<file path="src/rtl/ctrl_dec_pipe_if.sv">
// ID-to-EX control bundle between the decode stage and ctrl_dec_pipe.
// master: drives ID fields, flush and ex_ready; observes id_ready and EX controls.
// slave : ctrl_dec_pipe side.
interface ctrl_dec_pipe_if #(
  parameter int unsigned REG_ADDR_W = 5
);
  logic                  id_valid;
  logic                  id_ready;
  logic                  is_rtype;
  logic                  is_itype;
  logic                  is_load;
  logic                  is_store;
  logic                  is_branch;
  logic                  is_jal;
  logic                  is_jalr;
  logic                  is_lui;
  logic                  is_auipc;
  logic [2:0]            funct3;
  logic [6:0]            funct7;
  logic [REG_ADDR_W-1:0] rs1;
  logic [REG_ADDR_W-1:0] rs2;
  logic [REG_ADDR_W-1:0] rd;
  logic                  flush;
  logic                  ex_ready;
  logic                  ex_valid;
  logic                  ex_reg_write;
  logic                  ex_is_load;
  logic                  ex_is_store;
  logic                  ex_is_branch;
  logic                  ex_is_jal;
  logic                  ex_is_jalr;
  logic                  ex_opa_sel;
  logic                  ex_opb_sel;
  logic                  ex_is_mdu;
  logic                  ex_illegal;
  logic [1:0]            ex_mem_to_reg;
  logic [4:0]            ex_alu_op;
  logic [REG_ADDR_W-1:0] ex_rd;
  logic                  mdu_busy;

  modport master (
    output id_valid, is_rtype, is_itype, is_load, is_store, is_branch, is_jal,
           is_jalr, is_lui, is_auipc, funct3, funct7, rs1, rs2, rd, flush, ex_ready,
    input  id_ready, ex_valid, ex_reg_write, ex_is_load, ex_is_store, ex_is_branch,
           ex_is_jal, ex_is_jalr, ex_opa_sel, ex_opb_sel, ex_is_mdu, ex_illegal,
           ex_mem_to_reg, ex_alu_op, ex_rd, mdu_busy
  );

  modport slave (
    input  id_valid, is_rtype, is_itype, is_load, is_store, is_branch, is_jal,
           is_jalr, is_lui, is_auipc, funct3, funct7, rs1, rs2, rd, flush, ex_ready,
    output id_ready, ex_valid, ex_reg_write, ex_is_load, ex_is_store, ex_is_branch,
           ex_is_jal, ex_is_jalr, ex_opa_sel, ex_opb_sel, ex_is_mdu, ex_illegal,
           ex_mem_to_reg, ex_alu_op, ex_rd, mdu_busy
  );
endinterface

</file>
<file path="src/rtl/ctrl_dec_pipe.sv">
// Registered RV32 control decoder: ID class flags/function fields -> ID/EX
// control bundle, with load-use bubble, divider structural hazard and flush.
// Ports: clk, rst (sync, active-high), bus (ctrl_dec_pipe_if.slave).
// REG_ADDR_W must match the connected interface instance.
module ctrl_dec_pipe #(
  parameter bit          ENABLE_M    = 1'b1,
  parameter int unsigned DIV_LATENCY = 32,
  parameter int unsigned REG_ADDR_W  = 5
) (
  input logic         clk,
  input logic         rst,
  ctrl_dec_pipe_if.slave bus
);
  localparam int unsigned CNT_W = $clog2(DIV_LATENCY + 1);

  logic                  m_enc;
  logic                  is_mdu_c;
  logic                  illegal_c;
  logic                  reg_write_c;
  logic [1:0]            mem_to_reg_c;
  logic                  opa_sel_c;
  logic                  opb_sel_c;
  logic [4:0]            alu_op_c;
  logic                  use_rs1;
  logic                  use_rs2;
  logic                  load_use;
  logic                  div_op;
  logic                  div_block;
  logic                  hold;
  logic                  id_ready_c;
  logic                  accept;

  logic                  valid_q;
  logic                  reg_write_q;
  logic                  is_load_q;
  logic                  is_store_q;
  logic                  is_branch_q;
  logic                  is_jal_q;
  logic                  is_jalr_q;
  logic                  opa_sel_q;
  logic                  opb_sel_q;
  logic                  is_mdu_q;
  logic                  illegal_q;
  logic [1:0]            mem_to_reg_q;
  logic [4:0]            alu_op_q;
  logic [REG_ADDR_W-1:0] rd_q;
  logic [CNT_W-1:0]      div_cnt;

  // Instruction decode
  always_comb begin
    m_enc     = (bus.funct7 == 7'b0000001);
    is_mdu_c  = bus.is_rtype & m_enc & ENABLE_M;
    illegal_c = bus.is_rtype & ~((bus.funct7 == 7'b0000000) |
                                 (bus.funct7 == 7'b0100000) |
                                 (m_enc & ENABLE_M));
    reg_write_c = ~illegal_c & (bus.is_rtype | bus.is_itype | bus.is_load | bus.is_jal |
                                bus.is_jalr | bus.is_lui | bus.is_auipc);
    mem_to_reg_c = 2'b00;
    if (bus.is_load)                   mem_to_reg_c = 2'b01;
    else if (bus.is_jal | bus.is_jalr) mem_to_reg_c = 2'b10;
    opa_sel_c = bus.is_branch | bus.is_jal | bus.is_auipc;
    opb_sel_c = bus.is_itype | bus.is_load | bus.is_store | bus.is_branch | bus.is_jal |
                bus.is_jalr | bus.is_lui | bus.is_auipc;
    alu_op_c = 5'b00000;
    if (bus.is_rtype)
      alu_op_c = is_mdu_c ? {2'b10, bus.funct3} : {1'b0, bus.funct7[5], bus.funct3};
    else if (bus.is_itype)
      alu_op_c = {1'b0, (bus.funct3 == 3'b101) & bus.funct7[5], bus.funct3};
    else if (bus.is_branch)
      alu_op_c = 5'b00001;
    else if (bus.is_lui)
      alu_op_c = 5'b01111;
  end

  // Hazard detection and combinational acceptance
  always_comb begin
    use_rs1   = bus.is_rtype | bus.is_itype | bus.is_load | bus.is_store | bus.is_branch |
                bus.is_jalr;
    use_rs2   = bus.is_rtype | bus.is_store | bus.is_branch;
    load_use  = valid_q & is_load_q & (rd_q != '0) &
                ((use_rs1 & (bus.rs1 == rd_q)) | (use_rs2 & (bus.rs2 == rd_q)));
    div_op    = is_mdu_c & bus.funct3[2];
    div_block = (div_cnt != '0) & div_op;
    hold      = valid_q & ~bus.ex_ready;
    id_ready_c = ~hold & ~load_use & ~div_block & ~bus.flush;
    accept    = bus.id_valid & id_ready_c;
  end

  // EX slot and divider occupancy
  always_ff @(posedge clk) begin
    if (rst) begin
      valid_q      <= 1'b0;
      reg_write_q  <= 1'b0;
      is_load_q    <= 1'b0;
      is_store_q   <= 1'b0;
      is_branch_q  <= 1'b0;
      is_jal_q     <= 1'b0;
      is_jalr_q    <= 1'b0;
      opa_sel_q    <= 1'b0;
      opb_sel_q    <= 1'b0;
      is_mdu_q     <= 1'b0;
      illegal_q    <= 1'b0;
      mem_to_reg_q <= 2'b00;
      alu_op_q     <= 5'b00000;
      rd_q         <= '0;
      div_cnt      <= '0;
    end else if (bus.flush) begin
      // Redirect squashes both the EX slot and any in-flight divide.
      valid_q <= 1'b0;
      div_cnt <= '0;
    end else begin
      if (!hold) valid_q <= accept;
      if (accept) begin
        reg_write_q  <= reg_write_c;
        is_load_q    <= bus.is_load & ~illegal_c;
        is_store_q   <= bus.is_store & ~illegal_c;
        is_branch_q  <= bus.is_branch & ~illegal_c;
        is_jal_q     <= bus.is_jal & ~illegal_c;
        is_jalr_q    <= bus.is_jalr & ~illegal_c;
        opa_sel_q    <= opa_sel_c;
        opb_sel_q    <= opb_sel_c;
        is_mdu_q     <= is_mdu_c;
        illegal_q    <= illegal_c;
        mem_to_reg_q <= mem_to_reg_c;
        alu_op_q     <= alu_op_c;
        rd_q         <= bus.rd;
      end
      if (accept && div_op)  div_cnt <= CNT_W'(DIV_LATENCY - 1);
      else if (div_cnt != '0) div_cnt <= div_cnt - CNT_W'(1);
    end
  end

  assign bus.id_ready      = id_ready_c;
  assign bus.ex_valid      = valid_q;
  assign bus.ex_reg_write  = reg_write_q;
  assign bus.ex_is_load    = is_load_q;
  assign bus.ex_is_store   = is_store_q;
  assign bus.ex_is_branch  = is_branch_q;
  assign bus.ex_is_jal     = is_jal_q;
  assign bus.ex_is_jalr    = is_jalr_q;
  assign bus.ex_opa_sel    = opa_sel_q;
  assign bus.ex_opb_sel    = opb_sel_q;
  assign bus.ex_is_mdu     = is_mdu_q;
  assign bus.ex_illegal    = illegal_q;
  assign bus.ex_mem_to_reg = mem_to_reg_q;
  assign bus.ex_alu_op     = alu_op_q;
  assign bus.ex_rd         = rd_q;
  assign bus.mdu_busy      = (div_cnt != '0);
endmodule
</file>
<file path="src/flat_wrapper.sv">
// flat-port wrapper written by rule: the top's interface ports become plain ports
module ctrl_dec_pipe_flat 
#(
  parameter bit          ENABLE_M    = 1'b1,
  parameter int unsigned DIV_LATENCY = 32,
  parameter int unsigned REG_ADDR_W  = 5
)
  (clk, rst, bus_id_valid, bus_is_rtype, bus_is_itype, bus_is_load, bus_is_store, bus_is_branch, bus_is_jal, bus_is_jalr, bus_is_lui, bus_is_auipc, bus_funct3, bus_funct7, bus_rs1, bus_rs2, bus_rd, bus_flush, bus_ex_ready, bus_id_ready, bus_ex_valid, bus_ex_reg_write, bus_ex_is_load, bus_ex_is_store, bus_ex_is_branch, bus_ex_is_jal, bus_ex_is_jalr, bus_ex_opa_sel, bus_ex_opb_sel, bus_ex_is_mdu, bus_ex_illegal, bus_ex_mem_to_reg, bus_ex_alu_op, bus_ex_rd, bus_mdu_busy);
  ctrl_dec_pipe_if #(.REG_ADDR_W(REG_ADDR_W)) bus_i ();
  input logic clk;
  input logic rst;
  input wire logic [$bits(bus_i.id_valid)-1:0] bus_id_valid;
  input wire logic [$bits(bus_i.is_rtype)-1:0] bus_is_rtype;
  input wire logic [$bits(bus_i.is_itype)-1:0] bus_is_itype;
  input wire logic [$bits(bus_i.is_load)-1:0] bus_is_load;
  input wire logic [$bits(bus_i.is_store)-1:0] bus_is_store;
  input wire logic [$bits(bus_i.is_branch)-1:0] bus_is_branch;
  input wire logic [$bits(bus_i.is_jal)-1:0] bus_is_jal;
  input wire logic [$bits(bus_i.is_jalr)-1:0] bus_is_jalr;
  input wire logic [$bits(bus_i.is_lui)-1:0] bus_is_lui;
  input wire logic [$bits(bus_i.is_auipc)-1:0] bus_is_auipc;
  input wire logic [$bits(bus_i.funct3)-1:0] bus_funct3;
  input wire logic [$bits(bus_i.funct7)-1:0] bus_funct7;
  input wire logic [$bits(bus_i.rs1)-1:0] bus_rs1;
  input wire logic [$bits(bus_i.rs2)-1:0] bus_rs2;
  input wire logic [$bits(bus_i.rd)-1:0] bus_rd;
  input wire logic [$bits(bus_i.flush)-1:0] bus_flush;
  input wire logic [$bits(bus_i.ex_ready)-1:0] bus_ex_ready;
  output wire logic [$bits(bus_i.id_ready)-1:0] bus_id_ready;
  output wire logic [$bits(bus_i.ex_valid)-1:0] bus_ex_valid;
  output wire logic [$bits(bus_i.ex_reg_write)-1:0] bus_ex_reg_write;
  output wire logic [$bits(bus_i.ex_is_load)-1:0] bus_ex_is_load;
  output wire logic [$bits(bus_i.ex_is_store)-1:0] bus_ex_is_store;
  output wire logic [$bits(bus_i.ex_is_branch)-1:0] bus_ex_is_branch;
  output wire logic [$bits(bus_i.ex_is_jal)-1:0] bus_ex_is_jal;
  output wire logic [$bits(bus_i.ex_is_jalr)-1:0] bus_ex_is_jalr;
  output wire logic [$bits(bus_i.ex_opa_sel)-1:0] bus_ex_opa_sel;
  output wire logic [$bits(bus_i.ex_opb_sel)-1:0] bus_ex_opb_sel;
  output wire logic [$bits(bus_i.ex_is_mdu)-1:0] bus_ex_is_mdu;
  output wire logic [$bits(bus_i.ex_illegal)-1:0] bus_ex_illegal;
  output wire logic [$bits(bus_i.ex_mem_to_reg)-1:0] bus_ex_mem_to_reg;
  output wire logic [$bits(bus_i.ex_alu_op)-1:0] bus_ex_alu_op;
  output wire logic [$bits(bus_i.ex_rd)-1:0] bus_ex_rd;
  output wire logic [$bits(bus_i.mdu_busy)-1:0] bus_mdu_busy;
  assign bus_i.id_valid = bus_id_valid;
  assign bus_i.is_rtype = bus_is_rtype;
  assign bus_i.is_itype = bus_is_itype;
  assign bus_i.is_load = bus_is_load;
  assign bus_i.is_store = bus_is_store;
  assign bus_i.is_branch = bus_is_branch;
  assign bus_i.is_jal = bus_is_jal;
  assign bus_i.is_jalr = bus_is_jalr;
  assign bus_i.is_lui = bus_is_lui;
  assign bus_i.is_auipc = bus_is_auipc;
  assign bus_i.funct3 = bus_funct3;
  assign bus_i.funct7 = bus_funct7;
  assign bus_i.rs1 = bus_rs1;
  assign bus_i.rs2 = bus_rs2;
  assign bus_i.rd = bus_rd;
  assign bus_i.flush = bus_flush;
  assign bus_i.ex_ready = bus_ex_ready;
  assign bus_id_ready = bus_i.id_ready;
  assign bus_ex_valid = bus_i.ex_valid;
  assign bus_ex_reg_write = bus_i.ex_reg_write;
  assign bus_ex_is_load = bus_i.ex_is_load;
  assign bus_ex_is_store = bus_i.ex_is_store;
  assign bus_ex_is_branch = bus_i.ex_is_branch;
  assign bus_ex_is_jal = bus_i.ex_is_jal;
  assign bus_ex_is_jalr = bus_i.ex_is_jalr;
  assign bus_ex_opa_sel = bus_i.ex_opa_sel;
  assign bus_ex_opb_sel = bus_i.ex_opb_sel;
  assign bus_ex_is_mdu = bus_i.ex_is_mdu;
  assign bus_ex_illegal = bus_i.ex_illegal;
  assign bus_ex_mem_to_reg = bus_i.ex_mem_to_reg;
  assign bus_ex_alu_op = bus_i.ex_alu_op;
  assign bus_ex_rd = bus_i.ex_rd;
  assign bus_mdu_busy = bus_i.mdu_busy;
  ctrl_dec_pipe #(.ENABLE_M(ENABLE_M), .DIV_LATENCY(DIV_LATENCY), .REG_ADDR_W(REG_ADDR_W)) u_core (.clk(clk), .rst(rst), .bus(bus_i));
endmodule
</file>
<file path="config.mk">
export PLATFORM = sky130hd
export DESIGN_NAME = ctrl_dec_pipe_flat
export DESIGN_NICKNAME = d
export VERILOG_FILES = /design/src/rtl/ctrl_dec_pipe_if.sv /design/src/rtl/ctrl_dec_pipe.sv /design/src/flat_wrapper.sv
export SDC_FILE = /design/constraint.sdc
export NUM_CORES = 1
export LEC_CHECK = 0
export ABC_AREA = 0
export CAP_MARGIN = 5
export CORE_MARGIN = 4
export CORE_UTILIZATION = 43
export DETAILED_ROUTE_END_ITERATION = 10
export HOLD_SLACK_MARGIN = 0.08
export PLACE_DENSITY = 0.81
export RECOVER_POWER = 100
export SLEW_MARGIN = 20
export SYNTH_ARGS = -nofsm -noshare
export SYNTH_HDL_FRONTEND = slang
export SYNTH_SLANG_ARGS = --single-unit
</file>
<file path="constraint.sdc">
create_clock -name clk -period 2.9 [get_ports clk]
set_input_delay 0.87 -clock clk [delete_from_list [all_inputs] [get_ports clk]]
set_output_delay 0.87 -clock clk [all_outputs]
set_load 0.005 [all_outputs]
</file>
# Word-level counts from Yosys, hierarchy flattened
# Index checks and enable logic that the tools add are counted.
# W data, S select, Z words.
totals:
  input_bits: 39
  memories: 0
  ramBits: 0
  ff_bits: 29
  elab_cells: 91
  latch_bits: 0
  out_inout_bits: 25
  rom_bits: 0
op_classes:
  n_reduce_logical: 8
  mul: 0
  div_mod_pow: 0
  magnitude_cmp: 0
  shifts: 0
  bitwise: 52
  mux: 9
  n_addsub: 1
  n_eq_ne: 5
ops:
  columns: ["op", "n"]
  rows:
  - ["$mux W5", 6]
  - ["$or A1 B1 Y1", 24]
  - ["$and A1 B1 Y1", 21]
  - ["$eq A5 B5 Y1", 2]
  - ["$eq A7 B1 Y1 const B", 1]
  - ["$eq A7 B6 Y1 const B", 1]
  - ["$logic_not A7 Y1", 1]
  - ["$not A1 Y1", 7]
  - ["$reduce_bool A6 Y1", 1]
  - ["$sub A6 B1 Y6 const B", 1]
  - ["$reduce_bool A5 Y1", 1]
  - ["$mux W2", 2]
  - ["$mux W4", 1]
  - ["$eq A3 B3 Y1 const B", 1]
  - ["$reduce_or A3 Y1", 1]
  - ["$reduce_and A2 Y1", 1]
  - ["$reduce_bool A2 Y1", 1]
  - ["$reduce_or A2 Y1", 1]
  - ["$logic_and A1 B1 Y1", 1]

# Depth between registers and ports, before layout
# Gate-level depths: netlist (run 1).
depth:
  depth_word: 15
  depth_mapped: 9
  depth_no_buf: 8

# Worst setup path after synthesis (run 1)
# Ideal clock, no wire load.
synth_path:
  kind: "input to output"
  start: "input bus_is_load"
  end: "output bus_id_ready"
  path_buffers: 0
  required_ps: 2030
  path_stages: 4
  slack_ps: 208
  t_arrival_ps: 1822
  path_cell_list: "or4_1 o211ai_2 o22ai_2 a21oi_1"
synth_between:
  elab_chain_len: 11
synth_lines:
  columns: ["element", "line", "rtl"]
  rows:
  - ["start, declared", "flat_wrapper.sv:15", "input wire logic [$bits(bus_i.is_load)-1:0] bus_is_load;"]
  - ["$or A1 B1 Y1 (4 in series)", "ctrl_dec_pipe.sv:77", "use_rs1 = bus.is_rtype | bus.is_itype | bus.is_load | bus.is_store | bus.is_branch |"]
  - ["$and A1 B1 Y1", "ctrl_dec_pipe.sv:81", "((use_rs1 & (bus.rs1 == rd_q)) | (use_rs2 & (bus.rs2 == rd_q)));"]
  - ["$or A1 B1 Y1", "ctrl_dec_pipe.sv:81", null]
  - ["$and A1 B1 Y1", "ctrl_dec_pipe.sv:80", "load_use = valid_q & is_load_q & (rd_q != '0) &"]
  - ["$not A1 Y1", "ctrl_dec_pipe.sv:85", "id_ready_c = ~hold & ~load_use & ~div_block & ~bus.flush;"]
  - ["$and A1 B1 Y1 (3 in series)", "ctrl_dec_pipe.sv:85", null]
  - ["end, declared", "flat_wrapper.sv:29", "output wire logic [$bits(bus_i.id_ready)-1:0] bus_id_ready;"]
# Every way passes these cells.

# Final worst setup path (run 1)
layout_path:
  start: "input bus_rs2[0]"
  end: "output bus_id_ready"
layout_between:
  elab_chain_len: 8
layout_lines:
  columns: ["element", "line", "rtl"]
  rows:
  - ["start, declared", "flat_wrapper.sv:25", "input wire logic [$bits(bus_i.rs2)-1:0] bus_rs2;"]
  - ["$eq A5 B5 Y1", "ctrl_dec_pipe.sv:81", null]
  - ["$and A1 B1 Y1", "ctrl_dec_pipe.sv:81", null]
  - ["$or A1 B1 Y1", "ctrl_dec_pipe.sv:81", null]
  - ["$and A1 B1 Y1", "ctrl_dec_pipe.sv:80", null]
  - ["$not A1 Y1", "ctrl_dec_pipe.sv:85", null]
  - ["$and A1 B1 Y1 (3 in series)", "ctrl_dec_pipe.sv:85", null]
# Every way passes these cells.

==> results of run 1 <==
-- what timing repair did --
item | 4_1_cts | 5_1_grt
resized for setup | 31 | 17
buffers inserted | 1 | 2
pin swaps | 6 | 10
setup endpoints to repair | 2 | 2
-- power by group --
| group | leakage, nW | switching (mW) | internal [mW] |
|---|---|---|---|
| clock network | 0.0288 | 0.128 | 0.122 |
| registers | 0.228 | 0.0365 | 0.430 |
| logic | 0.932 | 0.292 | 0.385 |
-- cells by family after synthesis --
| group | after synthesis | synth area share |
|---|---|---|
| simple gates | 70 | 0.262 |
| compound gates | 28 | 0.123 |
| flops | 28 | 0.346 |
| mux | 21 | 0.146 |
| buf+inv | 15 | 0.0563 |
| xor+xnor | 11 | 0.0594 |
| fa+ha+maj | 1 | 0.00771 |
-- tightest hold or removal path: cells and delay by family (launching register included) --
kind            cells  cell delay (ps)
flops               1              330
buf+inv             1               50
compound gates      1               50
-- layer usage --
metal	vias to the layer above	GRT usage
li1	774	-
met2	41	0.283
met3	7	0.0507
met5	-	0
met4	0	0.0499
met1	713	0.221
-- stage by stage --
stage,area (µm²),hold slack [ps],setup slack [ps],utilization
finish,2590,462,-3.05,0.706
floorplan,1620,450,208,-
detailed placement,2410,451,-766,0.659
CTS,2520,471,-105,0.688
global route,2590,503,-53.3,0.706
global placement,2410,444,-743,0.659
-- synth_stat cells (2+ instances only) --
master    number
dfxtp_1       28
nand2b_1      21
mux2i_1       15
xnor2_1       11
nor2_1         9
a21oi_1        8
nor2b_1        7
inv_1          6
mux2_4         5
nand2_1        5
nand3b_1       5
nor3_1         5
o22ai_1        5
a211oi_1       4
clkbuf_1       4
o21ai_0        3
or2_2          3
or3_1          3
buf_6          2
nand3_1        2
nor3b_1        2
o211ai_2       2
or4_1          2
-- final cells by class --
cell class,instances,area [µm²]
clock buffers,4,55.1
fillers,288,1070
inverters,6,22.5
multi-input cells,131,1060
flip-flops and latches,28,561
well taps,48,60.1
repair buffers,87,830
-- path summary, 6_finish.rpt --
kind	cells past startpoint	end	slack, ps
worst max-delay path	6	bus_id_ready	-3
worst min-delay path	2	u_core.bus.ex_opb_sel	460
worst min register to register	2	u_core.bus.ex_opb_sel	460
worst max register to register	9	u_core.bus.ex_alu_op[1]	750
==> run metrics, run 1 <==
status=finished, violations left; failing checks=setup timing; hold_buf cts=0; Yosys warning count=0; Hold Path Origin=u_core.bus.ex_opb_sel; Num CTS Buffers=3; ANT nets after route=0; Die ar.=4820 µm²; top sig layer=met4; max cap viols=0; Clock Skews=9.42 ps; achievable clock frequency=344 MHz; Clk Latency, worst-skew pair=280 ps; CP cell instances=clkdlybuf4s50_1 -> xnor2_2 -> o31ai_4 -> o22ai_2 -> a21oi_2 -> buf_2; Starting DRT DRC Count=75; DP Wirelength=3110 µm; final setup fails=1; vias per cell=5.05; share of layout cells above drive strength 1=0.219; TritonCTS clock tree=done; pin count of the biggest net entering global routing=40; RSZ-0062 raised after global routing=true; largest area contributor in the netlist=dfxtp_1; Seq cells post-synth=28; Routability Congestion=0.758; Crit Path Class=input pin to primary output; H-Tree Depth=1; Min-Delay Path Class=flip-flop to flip-flop; Final Net Count=297; setup TNS=-3.05 ps; WP buf/inv=2; global-route wire length before repair=7010 µm; Post-route DRC=0; Antenna Cells=0; DIE HEIGHT=69.4 µm; DIE WIDTH=69.4 µm; crit path DAT=2030 ps; Post-synth EDFFs=0; CP max FO=2; DP Cell Count=297; Pwr per Cell Area=539 nW/µm²; Async SR Flop Fraction=0; CTS Buffer Depth=2; Synth Cell Area=1620 µm²; Reg2Reg Launch Point=u_core.div_cnt[0]; prevailing post-synth register cell=dfxtp_1; worst slew pin tran=423 ps; clk sinks=28; Core Rows=22; commonest non-fill, non-tap cell in the layout=dfxtp_1; Overall Power=1.39 mW; final setup margin=-3.05 ps; non-filler cells in the finished layout=304; Wirelength per Cell=14.1 µm; Hold Fails Final Rpt=0; Synth Area per Inst=9.32 µm²; type of origin of the critical path=input pin; family with the most delay on the worst path=buffers and inverters; PortBufs=63; Final Max Slew Viols=0; Initial Utilization=0.443; Initial DRT Pass Iterations=4; cell with the largest stage delay on the worst path=clkdlybuf4s50_1; Tot GR Track Use=0.173; initial antenna violation count=0; P&R area growth vs syn=59.5%; sequential-to-total area share from yosys stat=0.346; Syn Inst Count=174; Total Wirelength=4290 µm; Syn Nets=214; share of Yosys cell area claimed by the top area cell type=0.346; WP data required=2030 ps; max FFs per register=6; Reg with most FFs=u_core.div_cnt; most frequent cells in the layout=dfxtp_1 (28), clkdlybuf4s50_1 (26), nand2b_1 (21), dlygate4sd3_1 (21), buf_4 (21); crit end category=primary output; minimum clock period=2900 ps; WL met1=1860 µm; Critical path origin=bus_rs2[0]; Final period util=1.00; boundary pin count=64; clock slew seen by the registers of the worst setup and hold paths=100 ps; met3 routed WL=223 µm; leakage=1.19 nW; Clock Tree Root=clkbuf_8; CP max stage delay=450 ps; total grt overflow=0; headroom to the max-slew limit=0.718; count of cell types in the netlist=40; DR vias=1535; vias in the first global route=1554; top post-synthesis cells by area=dfxtp_1 (35%), mux2i_1 (9.3%), nand2b_1 (8.1%), xnor2_1 (5.9%), mux2_4 (4.6%); Core Region=3660 µm²; Max VDD drop=0.220 mV; metal2 WL=2140 µm
Note: power is estimated with default switching activity, not from simulation.
==> inputs of run 2 (changes only) <==
--- a/config.mk
+++ b/config.mk
@@ -12,7 +12,6 @@
 export DETAILED_ROUTE_END_ITERATION = 10
 export HOLD_SLACK_MARGIN = 0.08
 export PLACE_DENSITY = 0.81
-export RECOVER_POWER = 100
 export SLEW_MARGIN = 20
 export SYNTH_ARGS = -nofsm -noshare
 export SYNTH_HDL_FRONTEND = slang
==> run metrics, run 2 (same netlist as run 1, synthesis figures left out) <==
status=finished, violations left (unchanged); failing checks=setup timing (unchanged); Initial Utilization=0.443 (unchanged); CP max FO=2 (unchanged); boundary pin count=64 (unchanged); vias per cell=5.04 (was 5.05); Reg with most FFs=u_core.div_cnt (unchanged); max FFs per register=6 (unchanged); share of power burned in combinational logic=0.488 (was 0.486); type of origin of the critical path=input pin (unchanged); Post-route DRC=0 (unchanged); DP Wirelength=3110 µm (unchanged); Initial DRT Pass Iterations=4 (unchanged); pin count of the biggest net entering global routing=40 (unchanged); ANT nets after route=0 (unchanged); met1 usage=0.221 (unchanged); WP data required=2030 ps (about the same); Final Net Count=297 (unchanged); hold_buf cts=0 (unchanged); Core Region=3660 µm² (unchanged); sequential power share=0.334 (about the same); H-Tree Depth=1 (unchanged); DP Cell Count=297 (unchanged); Core Rows=22 (unchanged); commonest non-fill, non-tap cell in the layout=clkdlybuf4s50_1 (was dfxtp_1); headroom to the max-slew limit=0.774 (was 0.718); GR Util met3=0.0507 (unchanged); reg2reg path depth=9 (unchanged); Clock Power Share=0.179 (about the same); RSZ-0062 raised after global routing=true (unchanged); max cap viols=0 (unchanged); register area=561 µm² (unchanged); Pwr per Cell Area=541 nW/µm² (was 539 nW/µm²); worst slew pin tran=338 ps (was 423 ps); CP cell instances=clkdlybuf4s50_1 -> xnor2_2 -> o31ai_4 -> o22ai_2 -> a21oi_2 -> buf_2 (unchanged); GR peak layer=met2 (unchanged); achievable clock frequency=345 MHz (was 344 MHz); Routability Congestion=0.758 (unchanged); setup TNS=-0.970 ps (was -3.05 ps); Hold Fails Final Rpt=0 (unchanged); Die ar.=4820 µm² (unchanged); Num CTS Buffers=3 (unchanged); crit path DAT=2030 ps (about the same); Layout fillers=286 (was 288); Fin Hold WS=466 ps (was 462 ps); minimum clock period=2900 ps (about the same); Cell Int Power=0.942 mW (was 0.937 mW); most frequent cells in the layout=clkdlybuf4s50_1 (47), dfxtp_1 (28), buf_4 (22), nand2b_1 (21), mux2i_1 (15) (was dfxtp_1 (28), clkdlybuf4s50_1 (26), nand2b_1 (21), dlygate4sd3_1 (21), buf_4 (21)); Antenna Cells=0 (unchanged); Net Sw Frac=0.327 (was 0.328); multi-input logic area=1060 µm² (unchanged); Final Max Slew Viols=0 (unchanged); Starting DRT DRC Count=76 (was 75); Clock Skews=9.56 ps (was 9.42 ps); cell with the largest stage delay on the worst path=clkdlybuf4s50_1 (unchanged); Clock Tree Root=clkbuf_8 (unchanged); Clk Latency, worst-skew pair=280 ps (about the same); non-filler cells in the finished layout=304 (unchanged); vias in the first global route=1554 (unchanged); DIE WIDTH=69.4 µm (unchanged); Tot GR Track Use=0.173 (unchanged); Crit Path Class=input pin to primary output (unchanged); Max VDD drop=0.220 mV (about the same); CP max stage delay=450 ps (about the same); FF-to-FF setup slack=750 ps (about the same); global-route wire length before repair=7010 µm (unchanged); TritonCTS clock tree=done (unchanged); initial antenna violation count=0 (unchanged); total grt overflow=0 (unchanged); crit end category=primary output (unchanged); P&R area growth vs syn=59.7% (was 59.5%); final setup margin=-0.970 ps (was -3.05 ps); Total Wirelength=4300 µm (was 4290 µm); Overall Power=1.40 mW (was 1.39 mW); Final period util=1.00 (about the same); Hold Crit Depth=2 (unchanged); Global Route met2 Usage=0.283 (unchanged); final setup fails=1 (unchanged); sw power=0.458 mW (was 0.457 mW); clock slew seen by the registers of the worst setup and hold paths=100 ps (about the same); Min-Delay Path Class=flip-flop to flip-flop (unchanged); DIE HEIGHT=69.4 µm (unchanged); Wirelength per Cell=14.1 µm (about the same); leakage=1.13 nW (was 1.19 nW); PortBufs=63 (unchanged); clk sinks=28 (unchanged); share of layout cells above drive strength 1=0.227 (was 0.219); DR vias=1531 (was 1535); CTS Buffer Depth=2 (unchanged)
## run 2: routing by layer
metal	part of all wire	up-vias	routed length, µm
li1	-	773	-
met1	0.44	710	1870
met2	0.50	41	2140
met3	0.053	7	226
met4	0.014	0	62
met5	0	-	0
## run 2: repair_timing
| action | in CTS | in global routing |
|---|---|---|
| pin swaps | 6 | 10 |
| buffers inserted | 1 | 2 |
| endpoints found under the setup margin | 2 | 2 |
| resized for setup | 31 | 17 |
## run 2: cell type report
| type | count | share of cell area |
|---|---|---|
| multi-input combinational | 131 | 0.409 |
| sequential | 28 | 0.216 |
| inverter | 6 | 0.00870 |
| clock buffer | 4 | 0.0213 |
| timing repair buffer | 87 | 0.322 |
| tap | 48 | 0.0232 |
## run 2: final timing paths
check / start / to
hold reg to reg: u_core.bus.ex_opb_sel / u_core.bus.ex_opb_sel
hold / removal: u_core.bus.ex_opb_sel / u_core.bus.ex_opb_sel
setup / recovery: bus_rs2[0] / bus_id_ready
setup reg to reg: u_core.div_cnt[0] / u_core.bus.ex_alu_op[1]
## run 2: worst max-delay path, delay by kind of cell
kind,cells,cell delay (ps)
xor+xnor,1,240
buf+inv,2,580
compound gates,3,350
## run 2: power by group through the flow
stage               clock (mW)  sequential, mW  combinational [mW]
finish                   0.250           0.467               0.683
global route             0.264           0.477               0.755
CTS                      0.251           0.467               0.686
detailed placement           0           0.476               0.631
global placement             0           0.474               0.616
floorplan                    0           0.470               0.392
## run 2: per-stage QoR
step	area, µm²	setup slack, ps	util
3_3_place_gp	2410	-743	0.659
5_1_grt	2590	-53.3	0.707
6_report	2590	-0.970	0.707
2_1_floorplan	1620	208	-
4_1_cts	2520	-105	0.688
3_5_place_dp	2410	-766	0.659
